### src/rtl/id_ex_stage_reg.sv
// ID/EX pipeline register with load-use hazard detection, bubble insertion, hold and flush.
// Optional build macro STALL_STATS_EN adds a 32-bit counter of inserted load-use bubbles.
module id_ex_stage_reg #(
    parameter int XLEN    = 32,
    parameter int REG_AW  = 5,
    parameter int ALUOP_W = 4
) (
    input  logic               clk,
    input  logic               reset,

    input  logic               id_valid,
    input  logic [REG_AW-1:0]  id_rs1,
    input  logic [REG_AW-1:0]  id_rs2,
    input  logic               id_uses_rs2,
    input  logic [REG_AW-1:0]  id_rd,
    input  logic [XLEN-1:0]    id_rs1_data,
    input  logic [XLEN-1:0]    id_rs2_data,
    input  logic [XLEN-1:0]    id_imm,
    input  logic [XLEN-1:0]    id_pc,
    input  logic               id_alu_src,
    input  logic [ALUOP_W-1:0] id_alu_op,
    input  logic               id_mem_read,
    input  logic               id_mem_write,
    input  logic               id_reg_write,
    input  logic               id_mem_to_reg,

    input  logic               flush,
    input  logic               hold,
    output logic               stall_fd,

    output logic               ex_valid,
    output logic [REG_AW-1:0]  ex_rs1,
    output logic [REG_AW-1:0]  ex_rs2,
    output logic [REG_AW-1:0]  ex_rd,
    output logic [XLEN-1:0]    ex_rs1_data,
    output logic [XLEN-1:0]    ex_rs2_data,
    output logic [XLEN-1:0]    ex_imm,
    output logic [XLEN-1:0]    ex_pc,
    output logic               ex_alu_src,
    output logic [ALUOP_W-1:0] ex_alu_op,
    output logic               ex_mem_read,
    output logic               ex_mem_write,
    output logic               ex_reg_write,
    output logic               ex_mem_to_reg
`ifdef STALL_STATS_EN
    ,
    output logic [31:0]        stall_cnt
`endif
);

    typedef struct packed {
        logic               alu_src;
        logic [ALUOP_W-1:0] alu_op;
        logic               mem_read;
        logic               mem_write;
        logic               reg_write;
        logic               mem_to_reg;
    } ctrl_t;

    typedef struct packed {
        logic               valid;
        logic [REG_AW-1:0]  rs1;
        logic [REG_AW-1:0]  rs2;
        logic [REG_AW-1:0]  rd;
        logic [XLEN-1:0]    rs1_data;
        logic [XLEN-1:0]    rs2_data;
        logic [XLEN-1:0]    imm;
        logic [XLEN-1:0]    pc;
        ctrl_t              ctrl;
    } stage_t;

    typedef enum logic [2:0] {
        UPD_LOAD,
        UPD_HOLD,
        UPD_BUBBLE,
        UPD_FLUSH,
        UPD_RESET
    } upd_e;

    stage_t ex_q;
    stage_t ex_d;
    stage_t id_stage;
    ctrl_t  id_ctrl;
    upd_e   upd;

    logic   rd_nonzero;
    logic   rs1_match;
    logic   rs2_match;
    logic   hazard;

    // Load-use: the load sitting in EX writes a register the ID instruction reads.
    assign rd_nonzero = (ex_q.rd != '0);
    assign rs1_match  = (ex_q.rd == id_rs1);
    assign rs2_match  = id_uses_rs2 && (ex_q.rd == id_rs2);
    assign hazard     = id_valid && ex_q.valid && ex_q.ctrl.mem_read && rd_nonzero
                        && (rs1_match || rs2_match);

    assign stall_fd   = (hazard && !flush) || hold;

    always_comb begin
        upd = UPD_LOAD;
        if (reset) begin
            upd = UPD_RESET;
        end else if (flush) begin
            upd = UPD_FLUSH;
        end else if (hold) begin
            upd = UPD_HOLD;
        end else if (hazard) begin
            upd = UPD_BUBBLE;
        end
    end

    // Control is gated on id_valid so an empty slot can never write state downstream.
    always_comb begin
        id_ctrl = '0;
        if (id_valid) begin
            id_ctrl.alu_src    = id_alu_src;
            id_ctrl.alu_op     = id_alu_op;
            id_ctrl.mem_read   = id_mem_read;
            id_ctrl.mem_write  = id_mem_write;
            id_ctrl.reg_write  = id_reg_write;
            id_ctrl.mem_to_reg = id_mem_to_reg;
        end
    end

    always_comb begin
        id_stage          = '0;
        id_stage.valid    = id_valid;
        id_stage.rs1      = id_rs1;
        id_stage.rs2      = id_rs2;
        id_stage.rd       = id_rd;
        id_stage.rs1_data = id_rs1_data;
        id_stage.rs2_data = id_rs2_data;
        id_stage.imm      = id_imm;
        id_stage.pc       = id_pc;
        id_stage.ctrl     = id_ctrl;
    end

    always_comb begin
        ex_d = ex_q;
        case (upd)
            UPD_LOAD:   ex_d = id_stage;
            UPD_HOLD:   ex_d = ex_q;
            UPD_BUBBLE: ex_d = '0;
            UPD_FLUSH:  ex_d = '0;
            UPD_RESET:  ex_d = '0;
            default:    ex_d = '0;
        endcase
    end

    always_ff @(posedge clk) begin
        if (reset) begin
            ex_q <= '0;
        end else begin
            ex_q <= ex_d;
        end
    end

    assign ex_valid      = ex_q.valid;
    assign ex_rs1        = ex_q.rs1;
    assign ex_rs2        = ex_q.rs2;
    assign ex_rd         = ex_q.rd;
    assign ex_rs1_data   = ex_q.rs1_data;
    assign ex_rs2_data   = ex_q.rs2_data;
    assign ex_imm        = ex_q.imm;
    assign ex_pc         = ex_q.pc;
    assign ex_alu_src    = ex_q.ctrl.alu_src;
    assign ex_alu_op     = ex_q.ctrl.alu_op;
    assign ex_mem_read   = ex_q.ctrl.mem_read;
    assign ex_mem_write  = ex_q.ctrl.mem_write;
    assign ex_reg_write  = ex_q.ctrl.reg_write;
    assign ex_mem_to_reg = ex_q.ctrl.mem_to_reg;

`ifdef STALL_STATS_EN
    logic [31:0] stall_cnt_q;
    logic [31:0] stall_cnt_d;

    // Only real load-use bubbles count; held or flushed cycles are someone else's stall.
    always_comb begin
        stall_cnt_d = stall_cnt_q;
        if (upd == UPD_BUBBLE) begin
            stall_cnt_d = stall_cnt_q + 32'd1;
        end
    end

    always_ff @(posedge clk) begin
        if (reset) begin
            stall_cnt_q <= '0;
        end else begin
            stall_cnt_q <= stall_cnt_d;
        end
    end

    assign stall_cnt = stall_cnt_q;
`endif

endmodule

### config.mk
export PLATFORM = sky130hd
export DESIGN_NAME = id_ex_stage_reg
export DESIGN_NICKNAME = d
export VERILOG_FILES = /design/src/rtl/id_ex_stage_reg.sv
export SDC_FILE = /design/constraint.sdc
export NUM_CORES = 1
export LEC_CHECK = 0
export CORE_MARGIN = 1.5
export CORE_UTILIZATION = 44
export DETAILED_ROUTE_END_ITERATION = 10
export GPL_ROUTABILITY_DRIVEN = 0
export PLACE_DENSITY = 0.86
export SLEW_MARGIN = 0
export SYNTH_ARGS = -nofsm -noshare
export SYNTH_HDL_FRONTEND = slang
export SYNTH_SLANG_ARGS = --single-unit
### constraint.sdc
create_clock -name clk -period 2.9 [get_ports clk]
set_input_delay 0.435 -clock clk [delete_from_list [all_inputs] [get_ports clk]]
set_output_delay 0.435 -clock clk [all_outputs]
set_load 0.02 [all_outputs]
==> results summary <==
STA classifies the critical path startpoint as a flop. The global-route congestion overflow total is 0. Synthesis inferred 153 register bits. The synthesized netlist net count is 885. The actual transition at the worst max-transition pin came out at 0.722 ns. The tightest min-delay check is of the reg2reg type. The critical path data arrival time came out at 2.35 ns. The root buffer cell chosen for the clock tree is clkbuf_16. The flow ran to the end, and the final reports show no timing, DRC or antenna violations. The initial standard-cell utilization of the core came out at 45.4%. The peak clock frequency supported by timing is 359 MHz.

The static power due to leakage came out at 0.00341 uW. The share of cells above drive strength 1 came out at 5.00%. The area after detailed placement came out at 9560 um2.

The buffer levels on the longest clock path came out at 2. Buffers added to address setup during post-CTS repair amount to 0. The count of TritonRoute iterations in the first routing pass is 5. The initial antenna violation count came out at 0. Setup repair after global routing left no endpoint under its margin. The net count reported at finish is 1146.

The row count is 43. The fraction of registers with async set or reset after synthesis came out at 0%. Yosys mapped a number of flops with a built-in enable equal to 0.

The routed wire length is 21200 um. The most critical setup path has its endpoint at stall_fd. The accumulated negative setup slack came out at 0 ns. Entering global routing, the biggest net connects 154 pins.

The standard cell core area came out at 13900 um2. After detailed routing, the number of remaining DRC violations is 0. The number of endpoints failing setup at the final stage is 0.

The H-tree was split into 4 levels. Once detail routing completed, the nets flagged for antenna violations numbered 0. The initial DRC count is 502. The setup slack on the worst flop-to-flop path came out at 0.67 ns.

Counting the buffers created by CTS gives 17. The most instantiated library cell after synthesis is dfxtp_1. The filler cell count is 1028. Sequential cells were found to cover 48.4% of the synthesized design area. In this run the power density over the cells is 539 nW/um2.

The first global-routing pass estimated 31800 um of wire. The height of the chip is 123 um. After detailed routing, the average wire length per cell comes to 17.9 um. Among all flip-flop cells after synthesis, the most frequent one is dfxtp_1. The number of hold violations in the final report came to 0. In the finished design, the share of the clock period the worst path needs comes to 96.1%. With fillers left out, the area of the finished cells amounts to 10100 um2.

The final critical-path required period came out at 2.79 ns. The count of cells resized by post-cts repair came out at 0. The horizontal die dimension came out at 123 um. Measured against its own limit, the worst slew margin works out to 51.8%.

Detailed routing inserted a total of 6793 vias. The number of global-route vias before repair is 6226. The number of unique standard cell types used by synthesis is 21. The post-route non-filler standard cell count came out at 1180. The placed cell count is 1149. The max-capacitance violation count came out at 0. The number of sinks on the clock net is 153. The die area came out at 15100 um2.

The cell area after synthesis is 6320 um2. Dividing the detail-routed via count by the number of cells gives 5.76. TritonCTS built the clock tree. After clock tree synthesis, the clock-pin slew on the worst setup and hold paths is 0.06 ns. Hold is met by 0.469 ns. The worst-path maximum fanout came out at 5. The total of warnings raised by yosys came out at 0. The worst setup path startpoint is ex_rd[4]$_SDFFE_PP0P_. The all-layer global routing usage came out at 26.7%. The maximum clock skew at final layout is 0.00776 ns. The top cell type by area accounts for 48.4% of the synthesized area. The number of top-level design ports is 312. By area the synthesized netlist is led by dfxtp_1 48%, a32oi_1 20%, o21ai_0 10%. The startpoint identified for the worst register-to-register timing path is ex_rd[4]$_SDFFE_PP0P_. The area added between synthesis and finish came out at 60.3%. The number of hold buffers added after CTS came out at 0. The biggest area contributor in the post-synthesis netlist is dfxtp_1. The share of the core filled with cells is 72.7%. The endpoint identified for the worst register-to-register timing path is ex_rs1_data[2]$_SDFFE_PP0P_. The worst path required time is 2.47 ns. By startpoint and endpoint, the worst setup path is classified as reg2out. Synthesis handed over a netlist of 727 instances. The worst setup path is captured at an output pin. The port buffer count came out at 311. The average cell area after synthesis came out at 8.70 um2. The detailed placer's ending HPWL is 13200 um. The commonest cells after synthesis are 153 x dfxtp_1, 146 x nand2_1, 144 x a32oi_1. Across the VDD grid, the largest voltage drop is 0.519 mV. The clock latency on the worst-skew pair came out at 0.42 ns. The worst register-to-register path has a depth of 5. 0 antenna diodes ended up in the layout. The final max-slew violation count came out at 0.
==> layout by cell type (no fill, tap or decap) <==
cell and count:
clkinv_2 5, nor2_1 1, dfxtp_1 153, nor3b_2 1
o21ai_4 1, nand2_1 146, bufinv_16 2, a21o_1 1
o21ai_1 27, a32oi_1 144, clkbuf_16 17, buf_4 6
a22oi_1 9, nand4_1 1, nor3_4 1, inv_6 1
and3_1 10, xnor2_1 10, o21ai_0 126, clkdlybuf4s50_1 311
or4_1 1, nand3_1 10, clkinv_4 1, clkinvlp_4 3
buf_12 9, clkbuf_8 2, o22ai_4 1
==> final cells by class <==
class                   instances  area (um2)  area share, %
repair buffers                326        3340           32.9
clock inverters                12         125           1.23
well taps                     180         225           2.22
clock buffers                  19         453           4.47
multi-input cells             490        2930           28.9
flip-flops and latches        153        3060           30.2
==> per-stage QoR <==
step	setup slack, ns	power (uW)
2_1_floorplan	0.699	2730
3_3_place_gp	0.239	3310
3_5_place_dp	0.215	3320
4_1_cts	0.0957	5490
5_1_grt	0.0740	5660
6_report	0.114	5460
==> power breakdown <==
part | switching, uW | internal, uW | leakage [uW]
sequential | 77.6 | 2240 | 0.00126
combinational | 468 | 510 | 0.00187
clock | 866 | 1300 | 0.000281
==> cell families after synthesis <==
family	Yosys count	synth area share, %
buffers and inverters	84	5.60
AOI/OAI and AO/OA	309	33.6
and+or+nand+nor	171	11.0
xor gates and xnor gates	10	1.38
DFF	153	48.4
==> critical path, stage by stage (launching register included) <==
cell and delay, ns:
dfxtp_1 0.37, or4_1 0.59, o21ai_4 0.19, nor2_1 0.06, a21o_1 0.17, clkdlybuf4s50_1 0.55
==> layer usage <==
layer	vias up	global-route usage, %	part of all wire (%)	wire length, um
met5	-	0	0	0
met4	0	9.01	1.8	388
met3	33	10.1	9.8	2070
met2	287	44.1	50	10500
met1	3179	31.7	39	8180
li1	3294	-	-	-
==> worst min path at each step <==
stage | cells past startpoint | slack (ns) | startpoint | to
final | 2 | 0.47 | ex_rs1_data[10]$_SDFFE_PP0P_ | ex_rs1_data[10]$_SDFFE_PP0P_
after CTS | 2 | 0.47 | ex_imm[19]$_SDFFE_PP0P_ | ex_imm[19]$_SDFFE_PP0P_
after global routing | 2 | 0.49 | ex_rs2_data[16]$_SDFFE_PP0P_ | ex_rs2_data[16]$_SDFFE_PP0P_
after global placement | 2 | 0.44 | ex_imm[6]$_SDFFE_PP0P_ | ex_imm[6]$_SDFFE_PP0P_
after detailed placement | 2 | 0.45 | ex_rs2_data[27]$_SDFFE_PP0P_ | ex_rs2_data[27]$_SDFFE_PP0P_
after floorplan | 2 | 0.57 | id_rs1_data[12] | ex_rs1_data[12]$_SDFFE_PP0P_
No activity file was read; power rests on OpenSTA's default activity.
